`config.mk`:
```
export PLATFORM = sky130hd
export DESIGN_NAME = game_ctrl_multi
export DESIGN_NICKNAME = d
export VERILOG_FILES = /design/src/rtl/game_pkg.sv /design/src/rtl/sec_tick_gen.sv /design/src/rtl/game_ctrl_multi.sv
export SDC_FILE = /design/constraint.sdc
export NUM_CORES = 1
export LEC_CHECK = 0
export CORE_ASPECT_RATIO = 0.9
export CORE_UTILIZATION = 30
export CTS_BUF_LIST = sky130_fd_sc_hd__clkbuf_16
export CTS_CLUSTER_SIZE = 16
export DETAILED_ROUTE_END_ITERATION = 16
export GPL_ROUTABILITY_DRIVEN = 0
export PLACE_DENSITY = 0.52
export SKIP_LAST_GASP = 1
export SLEW_MARGIN = 15
export SYNTH_ARGS = -nofsm -noshare
export SYNTH_HDL_FRONTEND = slang
export SYNTH_HIERARCHICAL = 1
export SYNTH_SLANG_ARGS = --single-unit
```
`constraint.sdc`:
```
create_clock -name clk -period 4.35 [get_ports clk]
set_input_delay 0.6525 -clock clk [delete_from_list [all_inputs] [get_ports clk]]
set_output_delay 0.6525 -clock clk [all_outputs]
set_load 0.01 [all_outputs]
```
`src/rtl/game_pkg.sv`:
```
// Shared definitions for the game controller family: state encoding and BCD helpers.
`default_nettype none

package game_pkg;

   typedef enum logic [2:0] {
      LAMP      = 3'd0,
      IDLE      = 3'd1,
      COUNTDOWN = 3'd2,
      PLAY      = 3'd3,
      PAUSE     = 3'd4,
      FINISH    = 3'd5
   } state_t;

   function automatic logic [7:0] bcd_inc_sat(input logic [7:0] v);
      logic [7:0] r;
      if (v == 8'h99)
         r = v;
      else if (v[3:0] >= 4'd9)
         r = {v[7:4] + 4'd1, 4'd0};
      else
         r = {v[7:4], v[3:0] + 4'd1};
      return r;
   endfunction

   // Floors at 00 so a stray tick can never wrap the display to 99.
   function automatic logic [7:0] bcd_dec(input logic [7:0] v);
      logic [7:0] r;
      if (v == 8'h00)
         r = v;
      else if (v[3:0] == 4'd0)
         r = {v[7:4] - 4'd1, 4'd9};
      else
         r = {v[7:4], v[3:0] - 4'd1};
      return r;
   endfunction

   function automatic logic [7:0] to_bcd(input int unsigned n);
      logic [7:0] r;
      r[7:4] = 4'(n / 10);
      r[3:0] = 4'(n % 10);
      return r;
   endfunction

endpackage

`default_nettype wire

```
`src/rtl/sec_tick_gen.sv`:
```
// One-second prescaler: counts 0..TICKS_PER_SEC-1 while run is high, tick on the last count.
`default_nettype none

module sec_tick_gen #(
   parameter int TICKS_PER_SEC = 100000000
) (
   input  logic clk,
   input  logic rst,
   input  logic clear,
   input  logic run,
   output logic tick
);

   localparam int CW = $clog2(TICKS_PER_SEC);
   localparam logic [CW-1:0] LAST = CW'(TICKS_PER_SEC - 1);

   logic [CW-1:0] count;

   assign tick = run && (count == LAST);

   always_ff @(posedge clk) begin
      if (rst || clear)
         count <= '0;
      else if (run)
         count <= tick ? '0 : count + 1'b1;
   end

endmodule

`default_nettype wire

```
`src/rtl/game_ctrl_multi.sv`:
```
// Multi-player timed game sequencer: lamp test, countdown, play/pause, finish with winner.
`default_nettype none

module game_ctrl_multi
   import game_pkg::*;
#(
   parameter int NUM_PLAYERS   = 2,
   parameter int PLAY_SECS     = 15,
   parameter int PRE_SECS      = 3,
   parameter int TICKS_PER_SEC = 100000000
) (
   input  logic                       clk,
   input  logic                       rst,
   input  logic                       start,
   input  logic                       pause,
   input  logic [NUM_PLAYERS-1:0]     goal,
   output logic [2:0]                 state,
   output logic [7:0]                 time_bcd,
   output logic [8*NUM_PLAYERS-1:0]   score_bcd,
   output logic [NUM_PLAYERS-1:0]     goal_ack,
   output logic                       sec_tick,
   output logic                       game_over,
   output logic [1:0]                 winner,
   output logic                       tie
);

   localparam logic [7:0] PRE_BCD  = to_bcd(PRE_SECS);
   localparam logic [7:0] PLAY_BCD = to_bcd(PLAY_SECS);

   state_t     cur_state, nxt_state;
   logic [7:0] time_q, nxt_time;
   logic       tick, run, clr, pp_swap;
   logic       restart, accept, final_tick;
   logic [8*NUM_PLAYERS-1:0] score_nx;
   logic [7:0] best;
   logic [1:0] win_idx;
   logic       tie_nx;

   assign run     = (cur_state == LAMP) || (cur_state == COUNTDOWN) || (cur_state == PLAY);
   assign pp_swap = ((cur_state == PLAY)  && (nxt_state == PAUSE)) ||
                    ((cur_state == PAUSE) && (nxt_state == PLAY));
   // PLAY<->PAUSE keeps the partial second so pausing neither gains nor loses time.
   assign clr     = ((nxt_state != cur_state) && !pp_swap) ||
                    (cur_state == IDLE) || (cur_state == FINISH);

   sec_tick_gen #(
      .TICKS_PER_SEC (TICKS_PER_SEC)
   ) u_prescaler (
      .clk   (clk),
      .rst   (rst),
      .clear (clr),
      .run   (run),
      .tick  (tick)
   );

   assign restart    = ((cur_state == IDLE) || (cur_state == FINISH)) && start;
   assign accept     = (cur_state == PLAY);
   assign final_tick = (cur_state == PLAY) && tick && (time_q == 8'h01);

   always_comb begin
      nxt_state = cur_state;
      nxt_time  = time_q;
      case (cur_state)
         LAMP: if (tick) nxt_state = IDLE;
         IDLE, FINISH: begin
            if (start) begin
               nxt_state = COUNTDOWN;
               nxt_time  = PRE_BCD;
            end
         end
         COUNTDOWN: begin
            if (tick) begin
               if (time_q == 8'h01) begin
                  nxt_state = PLAY;
                  nxt_time  = PLAY_BCD;
               end else begin
                  nxt_time = bcd_dec(time_q);
               end
            end
         end
         PLAY: begin
            if (tick) nxt_time = bcd_dec(time_q);
            if (final_tick)
               nxt_state = FINISH;
            else if (pause)
               nxt_state = PAUSE;
         end
         PAUSE: if (pause) nxt_state = PLAY;
         default: nxt_state = LAMP;
      endcase
   end

   always_ff @(posedge clk) begin
      if (rst)
         cur_state <= LAMP;
      else
         cur_state <= nxt_state;
   end

   for (genvar i = 0; i < NUM_PLAYERS; i++) begin : g_player
      logic [7:0] score_q;
      logic       ack_q;

      assign score_nx[8*i +: 8] = restart               ? 8'h00 :
                                  (accept && goal[i])   ? bcd_inc_sat(score_q) :
                                                          score_q;

      always_ff @(posedge clk) begin
         if (rst) begin
            score_q <= 8'h00;
            ack_q   <= 1'b0;
         end else begin
            score_q <= score_nx[8*i +: 8];
            ack_q   <= accept && goal[i];
         end
      end

      assign score_bcd[8*i +: 8] = score_q;
      assign goal_ack[i]         = ack_q;
   end

   // Compare on next-cycle scores so a goal in the final-tick cycle counts toward the winner.
   always_comb begin
      best    = score_nx[7:0];
      win_idx = 2'd0;
      tie_nx  = 1'b0;
      for (int p = 1; p < NUM_PLAYERS; p++) begin
         if (score_nx[8*p +: 8] > best) begin
            best    = score_nx[8*p +: 8];
            win_idx = 2'(p);
            tie_nx  = 1'b0;
         end else if (score_nx[8*p +: 8] == best) begin
            tie_nx = 1'b1;
         end
      end
   end

   always_ff @(posedge clk) begin
      if (rst) begin
         time_q    <= 8'h00;
         sec_tick  <= 1'b0;
         game_over <= 1'b0;
         winner    <= 2'd0;
         tie       <= 1'b0;
      end else begin
         time_q    <= nxt_time;
         sec_tick  <= tick && ((cur_state == COUNTDOWN) || (cur_state == PLAY));
         game_over <= final_tick;
         if (restart) begin
            winner <= 2'd0;
            tie    <= 1'b0;
         end else if (final_tick) begin
            winner <= win_idx;
            tie    <= tie_nx;
         end
      end
   end

   assign state    = cur_state;
   assign time_bcd = time_q;

endmodule

`default_nettype wire

```
# [Word level (Yosys, flattened, before mapping)]
# Cells that the tools add are included.
[word_totals] output_inout_bits=34 inputBits=6 register_bits=61 n_memories=0 mem_bits_ro=0 mem_bits_rw=0 latchBits=0
[op_classes] n_addsub=7 eq_ne=16 order_cmp=3 n_reduce_logical=26 n_mux=27 div_mod_pow=0 shifts=0 mul=0 n_bitwise=0
[ops] cell="$mux W8" n=14
[ops] cell="$add A27 B1 Y27 const B" n=1
[ops] cell="$eq A27 B27 Y1 const B" n=1
[ops] cell="$mux W27" n=1
[ops] cell="$pmux W8 S3" n=1
[ops] cell="$mux W3" n=7
[ops] cell="$add A4 B1 Y4 const B" n=4
[ops] cell="$eq A8 B8 Y1 const B" n=2
[ops] cell="$pmux W3 S5" n=1
[ops] cell="$logic_and A1 B1 Y1" n=10
[ops] cell="$eq A3 B2 Y1 const B" n=3
[ops] cell="$eq A3 B3 Y1 const B" n=3
[ops] cell="$eq A8 B1 Y1 const B" n=1
[ops] cell="$eq A8 B8 Y1" n=1
[ops] cell="$ge A4 B4 Y1 const B" n=2
[ops] cell="$gt A8 B8 Y1" n=1
[ops] cell="$logic_not A8 Y1" n=1
[ops] cell="$logic_or A1 B1 Y1" n=8
[ops] cell="$sub A4 B1 Y4 const B" n=2
[ops] cell="$ne A2 B2 Y1 const B" n=3
[ops] cell="$logic_not A4 Y1" n=1
[ops] cell="$reduce_and A4 Y1" n=1
[ops] cell="$reduce_or A2 Y1" n=2
[ops] cell="$eq A3 B1 Y1 const B" n=1
[ops] cell="other kinds (5)" n=7

# [Logic depth before layout (Yosys ltp)]
# Gate-level depths: netlist of run 1.
[logic_depth] ltp_word=16 mapped_depth=15 mapped_depth_nobuf=13

# [Cells and area by module]
# Netlist of run 1, hierarchy kept.
[by_module_without_submodules] module="game_ctrl_multi" area_per_inst_um2=2177.1 instances=1 cells_per_inst=273
[by_module_without_submodules] module="sec_tick_gen" area_per_inst_um2=1350.0 instances=1 cells_per_inst=155

# [Worst setup path before layout of run 1]
# No wires, ideal clock.
[synth_path] kind="register -> register" startpoint="register cur_state[1], in the netlist state[1]" endpoint="register winner[0]" path_stages_with_launch=13 path_buffers=3 t_arrival_ps=3206 required_time_ps=4283 path_slack_ps=1076 period_less_slack_ps=3274 cell_sequence="dfxtp_1 > clkbuf_1 > inv_1 > a21oi_1 > nand4_1 > or4_1 > buf_2 > nor2_1 > nand2_1 > or3_1 > buf_2 > or3_1 > o21ai_2"
[synth_between] elab_chain_len=6 elab_cells_between_ends=21 cone_classes="order compare (1); eq/ne (4); mux (5); reduce/logical (11)"
[synth_rtl] element="start, declared" line_no="game_ctrl_multi.sv:30" rtl="state_t cur_state, nxt_state;"
[synth_rtl] element="start signal, assigned" line_no="game_ctrl_multi.sv:97" rtl="cur_state <= nxt_state;"
[synth_rtl] element="$eq A3 B2 Y1 or $logic_not A3 Y1 (tied branches)" line_no="game_ctrl_multi.sv:39" rtl="assign run = (cur_state == LAMP) || (cur_state == COUNTDOWN) || (cur_state == PLAY);"
[synth_rtl] element="$logic_or A1 B1 Y1" line_no="game_ctrl_multi.sv:39"
[synth_rtl] element="$logic_or A1 B1 Y1 (*)" line_no="game_ctrl_multi.sv:39"
[synth_rtl] element="net run" line_no="game_ctrl_multi.sv:32" rtl="logic tick, run, clr, pp_swap;"
[synth_rtl] element="$logic_and A1 B1 Y1 (*)" line_no="sec_tick_gen.sv:19" rtl="assign tick = run && (count == LAST);"
[synth_rtl] element="net tick" line_no="game_ctrl_multi.sv:32"
[synth_rtl] element="$logic_and A1 B1 Y1 (*) (2 in series)" line_no="game_ctrl_multi.sv:58" rtl="assign final_tick = (cur_state == PLAY) && tick && (time_q == 8'h01);"
[synth_rtl] element="end signal, assigned" line_no="game_ctrl_multi.sv:153" rtl="winner <= win_idx;"
[synth_rtl] element="end, declared" line_no="game_ctrl_multi.sv:23" rtl="output logic [1:0] winner,"
# The timed path passes the listed nets; every way through them passes the cells marked *.
# A chain may end at the register's enable or synchronous reset.

# [Final worst setup path of run 1]
[layout_path] startpoint="register cur_state[2], in the netlist state[2]" endpoint="register u_prescaler.count[12]"
[layout_between] elab_chain_len=16 elab_cells_between_ends=32 cone_classes="eq/ne (8); mux (9); reduce/logical (15)"
[layout_rtl] element="$eq A3 B2 Y1 or $logic_not A3 Y1 (tied branches)" line_no="game_ctrl_multi.sv:39"
[layout_rtl] element="$logic_or A1 B1 Y1" line_no="game_ctrl_multi.sv:39"
[layout_rtl] element="$logic_or A1 B1 Y1 (*)" line_no="game_ctrl_multi.sv:39"
[layout_rtl] element="net run" line_no="game_ctrl_multi.sv:32"
[layout_rtl] element="$logic_and A1 B1 Y1 (*)" line_no="sec_tick_gen.sv:19"
[layout_rtl] element="net tick" line_no="game_ctrl_multi.sv:32"
[layout_rtl] element="$logic_and A1 B1 Y1 (2 in series)" line_no="game_ctrl_multi.sv:58"
[layout_rtl] element="$mux W3" line_no="game_ctrl_multi.sv:83" rtl="if (final_tick)"
[layout_rtl] element="[2 not listed]"
[layout_rtl] element="$logic_and A1 B1 Y1 (on tied branches)" line_no="game_ctrl_multi.sv:40, game_ctrl_multi.sv:41"
[layout_rtl] element="$logic_or A1 B1 Y1" line_no="game_ctrl_multi.sv:40" rtl="assign pp_swap = ((cur_state == PLAY) && (nxt_state == PAUSE)) ||"
[layout_rtl] element="$logic_not A1 Y1" line_no="game_ctrl_multi.sv:43" rtl="assign clr = ((nxt_state != cur_state) && !pp_swap) ||"
[layout_rtl] element="$logic_and A1 B1 Y1 (*)" line_no="game_ctrl_multi.sv:43"
[layout_rtl] element="$logic_or A1 B1 Y1 (*)" line_no="game_ctrl_multi.sv:43"
[layout_rtl] element="$logic_or A1 B1 Y1 (*)" line_no="game_ctrl_multi.sv:44" rtl="(cur_state == IDLE) || (cur_state == FINISH);"
[layout_rtl] element="net clr" line_no="game_ctrl_multi.sv:32"
[layout_rtl] element="$logic_or A1 B1 Y1 (*)" line_no="sec_tick_gen.sv:22" rtl="if (rst || clear)"
[layout_rtl] element="end signal, assigned" line_no="sec_tick_gen.sv:25" rtl="count <= tick ? '0 : count + 1'b1;"
[layout_rtl] element="end, declared" line_no="sec_tick_gen.sv:17" rtl="logic [CW-1:0] count;"
# Marked as above.

==> results.md, run 1 <==
* Status: finished, final reports clean
* Clk sinks at 60
* Ports at 40
* Final Hold Viols at 0
* Diodes inserted at 0
* Fin crit period at 3276 ps
* HP Class: reg2reg
* Syn Area/Cell at 8.241 um^2
* Met2 usage at 22.70%
* Share of the synthesized area in the top cell type at 34.05%
* Number of enable flip-flop cells after synthesis at 0
* Global routing's busiest layer: met2
* Maxcap violations at 0
* Clock latency on the worst-skew pair at 320 ps
* Largest net degree at the start of global routing at 25
* Final clock skew at 9.087 ps
* Predominant post-synthesis flop cell: dfxtp_1
* Drt initial violations at 111
* Final WL at 8538 um
* Post-Syn Area at 0.003527 mm^2
* Leak at 0.001547 uW
* CTS Buf Count at 9
* Post-CTS Setup Inserts at 0
* CP endpoint kind: flop
* Setup TNS Final at 0 ps
* Synth Instances at 428
* DR vias at 3,189
* Worst setup path class: reg2reg
* Clock share of power at 54.2%
* Max-slew violation count at 0
* # port buffers at 38
* Post-synthesis cell type count at 67
* PnR worst setup slack at 1074 ps
* Top fanout value on the critical path at 24
* Pre-CTS setup slack at 827.5 ps
* Comb power frac at 2.0%
* Register area share after synthesis at 34.05%
* Drc violations at 0
* Area of the die at 0.01220 mm^2
* Cts-stage hold buffer count at 0
* Initial antenna violation count at 0
* Ranking of synthesized cells by area: dfxtp_1 34%, ha_1 8.2%, nor2_1 5.5%
* Synth async-reset ratio at 0%
* Core Util, Final at 37.64%
* CP Launch Type: flop
* Sequential power share at 43.8%
* Switching fraction of total power at 21.26%
* Via density at 5.144
* H-Tree Depth at 3
* Final setup fails at 0
* Synthesized flop and latch total at 60
* Die height at 104.9 um
* P&R area growth vs syn at 22.03%
* RSZ-0062 raised after global routing: no
* Dpl cells at 605
* Vias in the first global route at 2,967
* First-pass GRT wire length at 14,490 um
* Clk pin slew, worst setup/hold paths at 60 ps
* Total chip power at 1267 uW
* Finished Layout Cells at 620
* Fmax at 305.3 MHz
* Syn nets at 457
* Sw Pwr at 269.4 uW
* Die width at 116.3 um
* Initial Utilization at 30.85%
* Grt ovf at 0
* Routed Antenna Nets at 0
* WP data arrival at 3450 ps
* CTS tree: done
* Max-slew headroom at 47.08%
* Crit share post-route at 75.30%
* GRT Total Usage at 14.98%
* FP Rows at 37
* Drt wl/cell at 13.77 um
* Sum of net half-perimeters after detailed placement at 6080 um
* M3 GR Usage at 3.712%
* Root Driver: clkbuf_16
* Met1 Usage GRT at 20.94%
* PD cells at 294.5 mW/mm^2
* Required @ worst endpoint at 4520 ps
* Core area at 0.01143 mm^2
* # nets final at 489
* Synth Warn # at 6
* Maximum vdd ir drop at 178.4 uV
* Most area-hungry cell type in the Yosys netlist: dfxtp_1
* Internal power at 998.0 uW
* Worst-Margin Slew at 783.5 ps
* Post-cts resize count at 0
* Layout cells sized above 1 at 7.328%
* Clock tree buffer depth at 2
* TritonRoute pass-1 iters at 5
## cell usage in the layout (no fill, tap or decap), drive strengths merged, types with 15 or more instances in the layout
cell	n
inv	17
nand2	28
a21oi	31
nand4	15
o21ai	20
ha	23
nand3	25
clkdlybuf4s50	38
dfxtp	60
nor2	53
## stage by stage
step	cell area [um^2]	hold WS (ps)
2_1_floorplan	3527	457.0
3_3_place_gp	4021	474.9
3_5_place_dp	4021	468.5
4_1_cts	4304	480.7
5_1_grt	4304	512.4
6_report	4304	479.9
## layout make-up
cell class,instances,area [um^2]
fill,1211,7131
multi-input combinational,331,2155
sequential,60,1201
timing repair buffer,42,410.4
clock buffer,9,225.2
tap,156,195.2
inverter,16,60.06
clock inverter,6,57.56
## critical path, cell delays in order, from the launching register on
cell     delay (ps)
dfxtp_1         450
a21oi_1         180
buf_4           160
nand4_1         100
or4_1           690
nor2_1          330
nand2_1         250
o22ai_1         190
nor2_1           70
a31oi_1         170
nor2_1          130
o21ai_4         280
nor2_1          120
## flip-flops by register name, indices dropped and copies added (netlist names)
register	cells
tie	1
u_prescaler/count	27
sec_tick	1
time_bcd	8
g_player.score_q	16
state	3
g_player.ack_q	2
winner	1
game_over	1
## worst paths after layout
kind,start,to,slack (ps),cells past startpoint
setup / recovery,state[2],u_prescaler/count[12],1070,12
hold / removal,winner[0],winner[0],480,2
setup reg to reg,state[2],u_prescaler/count[12],1070,12
hold reg to reg,winner[0],winner[0],480,2
## Yosys cell counts, drive strengths merged (3+ instances only)
cell and n:
xor2 12, o31ai 8, ha 23, dfxtp 60, nor3 9, o21ai 20
xnor2 4, or3 7, nand3 25, o211ai 4, and3 4, nand2b 7
or4 8, nor2 53, and2 7, inv 16, nor4 3, a31oi 3
buf 11, clkbuf 10, nand4 15, a21boi 3, nand2 28, o21a 3
a21oi 31, o41ai 5, and4 6, nor2b 4, or3b 3
## cell families (layout without fill, tap and decap cells)
logic type	count (synthesis)	count (layout)	share of synthesized area, %
other	1	1	0.1063
AO/OA/AOI/OAI	96	96	18.09
XOR/XNOR	16	16	3.973
buffers and inverters	37	73	4.860
multiplexers	3	3	0.8868
adder cells (fa/ha/maj)	23	23	8.159
AND/OR/NAND/NOR	192	192	29.87
flip-flops	60	60	34.05
## power by group through the flow
stage	clock network (uW)	logic (uW)	registers, uW
final	687	25.7	555
after global routing	737	29.1	555
after CTS	706	26.0	554
after detailed placement	0	25.9	566
after global placement	0	25.5	566
after floorplan	0	17.5	566
## metal layers
metal	vias to the layer above	share of wire [%]
li1	1625	-
met1	1512	51
met2	50	45
met3	2	3.3
met4	0	0.43
met5	-	0
Power figures use the tool's default switching activity.
==> inputs of run 2 (changes only) <==
==> constraint.sdc (replaced) <==
create_clock -name clk -period 3.15 [get_ports clk]
set_input_delay 0.4725 -clock clk [delete_from_list [all_inputs] [get_ports clk]]
set_output_delay 0.4725 -clock clk [all_outputs]
set_load 0.01 [all_outputs]
==> run 2 against run 1 <==
Compared with the run above: the run now ends with DRC left; worst hold slack lost 4.0 ps; first-iteration DRC count rose by 20%; cell area increased by 2.4%; clock skew down 2.2 ps; fmax rose by 8.5%; critical endpoint is now winner[0].
==> results.md, run 2 (same netlist as run 1, synthesis figures left out) <==
* Drt wl/cell at 14.17 um
* Cts-stage hold buffer count at 0
* Number of flip-flops in the largest register at 27
* Via density at 5.209
* CP top delay family: compound AO/OA/AOI/OAI gates
* Maxcap violations at 0
* P&R area growth vs syn at 24.97%
* Status: finished with violations
* Fmax at 331.1 MHz
* Fin crit period at 3020 ps
* Final WL at 8967 um
* Sum of net half-perimeters after detailed placement at 6388 um
* Diodes inserted at 0
* Ports at 40
* # nets final at 505
* CP endpoint kind: flop
* HP Class: reg2reg
* Switching fraction of total power at 21.27%
* Total chip power at 1629 uW
* Critical-path top delay cell: or3b_2
* Most frequent CP cell: ha_1
* Vias in the first global route at 3,252
* Top fanout value on the critical path at 5
* PnR worst setup slack at 130.1 ps
* Clock latency on the worst-skew pair at 330 ps
* Commonest non-fill, non-tap cell in the layout: dfxtp_1
* Worst setup path class: reg2reg
* RSZ-0062 raised after global routing: yes
* PD cells at 369.5 mW/mm^2
* Core Util, Final at 38.55%
* Initial antenna violation count at 0
* Die height at 104.9 um
* Pre-CTS setup slack at -56.82 ps
* Internal power at 1282 uW
* Clock share of power at 50.7%
* Drt initial violations at 133
* Core area at 0.01143 mm^2
* Crit share post-route at 95.87%
* Root Driver: clkbuf_16
* Maximum vdd ir drop at 181.2 uV
* Worst-Margin Slew at 655.3 ps
* FP Rows at 37
* Failing checks: DRC
* Clk sinks at 60
* Routed Antenna Nets at 0
* CTS Buf Count at 9
* Max-slew violation count at 0
* TritonRoute pass-1 iters at 10
* FF/Latch Area at 0.001201 mm^2
* First-pass GRT wire length at 15,500 um
* CP Launch Type: flop
* CP cell instances: inv_1 > ha_1 > or3b_2 > a21boi_2 > a22o_1 > nand2_1 > ha_1 > nor2b_1 > o211ai_1 > a21oi_1 > a2111oi_1 > buf_4 > o21ai_2
* Grt ovf at 0
* Clk pin slew, worst setup/hold paths at 50 ps
* Die width at 116.3 um
* Area of the die at 0.01220 mm^2
* Final clock skew at 6.852 ps
* Leak at 0.001606 uW
* CP max stage delay at 500 ps
* CTS tree: done
* Sequential power share at 47.1%
* Sw Pwr at 346.4 uW
* Largest net degree at the start of global routing at 25
* Final setup fails at 0
* Max-slew headroom at 56.15%
* WP data arrival at 3240 ps
* Initial Utilization at 30.85%
* # port buffers at 38
* Most frequent cells in the layout: 60 x dfxtp_1, 51 x nor2_1, 38 x clkdlybuf4s50_1
* Layout cells sized above 1 at 10.27%
* H-Tree Depth at 3
* GRT Total Usage at 16.06%
* Drc violations at 2
* Comb power frac at 2.2%
* DR vias at 3,297
* Buf+Inv Stages, Crit Path at 2
* Setup TNS Final at 0 ps
* Area of the multi-input gates at 0.002185 mm^2
* Fillers at 1,188
* Clock tree buffer depth at 2
* Required @ worst endpoint at 3370 ps
* Biggest register: u_prescaler/count
* Final Hold Viols at 0
## run 2: through the flow
| step | std cells | cell area (um^2) | hold slack [ps] |
|---|---|---|---|
| 4_1_cts | 633 | 4382 | 484.2 |
| 3_5_place_dp | 621 | 4145 | 473.6 |
| 3_3_place_gp | 621 | 4145 | 463.1 |
| 6_report | 633 | 4408 | 475.9 |
| 2_1_floorplan | 428 | 3532 | 457.0 |
| 5_1_grt | 633 | 4408 | 489.9 |
## run 2: layout make-up
cell class,count,share of cell area (%)
multi-input combinational,331,49.56
sequential,60,27.25
timing repair buffer,58,12.04
inverter,16,1.362
clock buffer,9,5.109
clock inverter,3,0.2555
tap,156,4.428
## run 2: path summary, 6_finish.rpt
kind,start,end,slack (ps),depth (start not counted)
max,g_player[0].score_q[0],winner[0],130,13
min,winner[0],winner[0],480,2
max reg2reg,g_player[0].score_q[0],winner[0],130,13
min reg2reg,winner[0],winner[0],480,2
## run 2: power groups by stage
stage               logic, uW  clock network (uW)  registers, uW
floorplan                24.2                   0            781
global placement         36.1                   0            782
detailed placement       36.2                   0            782
CTS                      36.4                 857            766
global route             39.8                 882            766
finish                   36.0                 826            767
## run 2: what timing repair did
| action | 4_1_cts | 5_1_grt |
|---|---|---|
| setup buffers | 0 | 0 |
| endpoints found under the setup margin | 0 | 10 |
| resized for setup | 0 | 6 |
## run 2: metal layers
| layer | GRT usage, % | part of all wire [%] |
|---|---|---|
| met1 | 21.07 | 49 |
| met2 | 24.94 | 46 |
| met3 | 4.698 | 3.3 |
| met4 | 5.220 | 1.4 |
| met5 | 0 | 0 |
## run 2: worst reg2reg max path, stage by stage (launching register included)
cell and delay [ps]:
dfxtp_1 360, inv_1 120, ha_1 140, or3b_2 500, a21boi_2 210, a22o_1 170, nand2_1 70, ha_1 330
nor2b_1 140, o211ai_1 160, a21oi_1 90, a2111oi_1 390, buf_4 180, o21ai_2 50
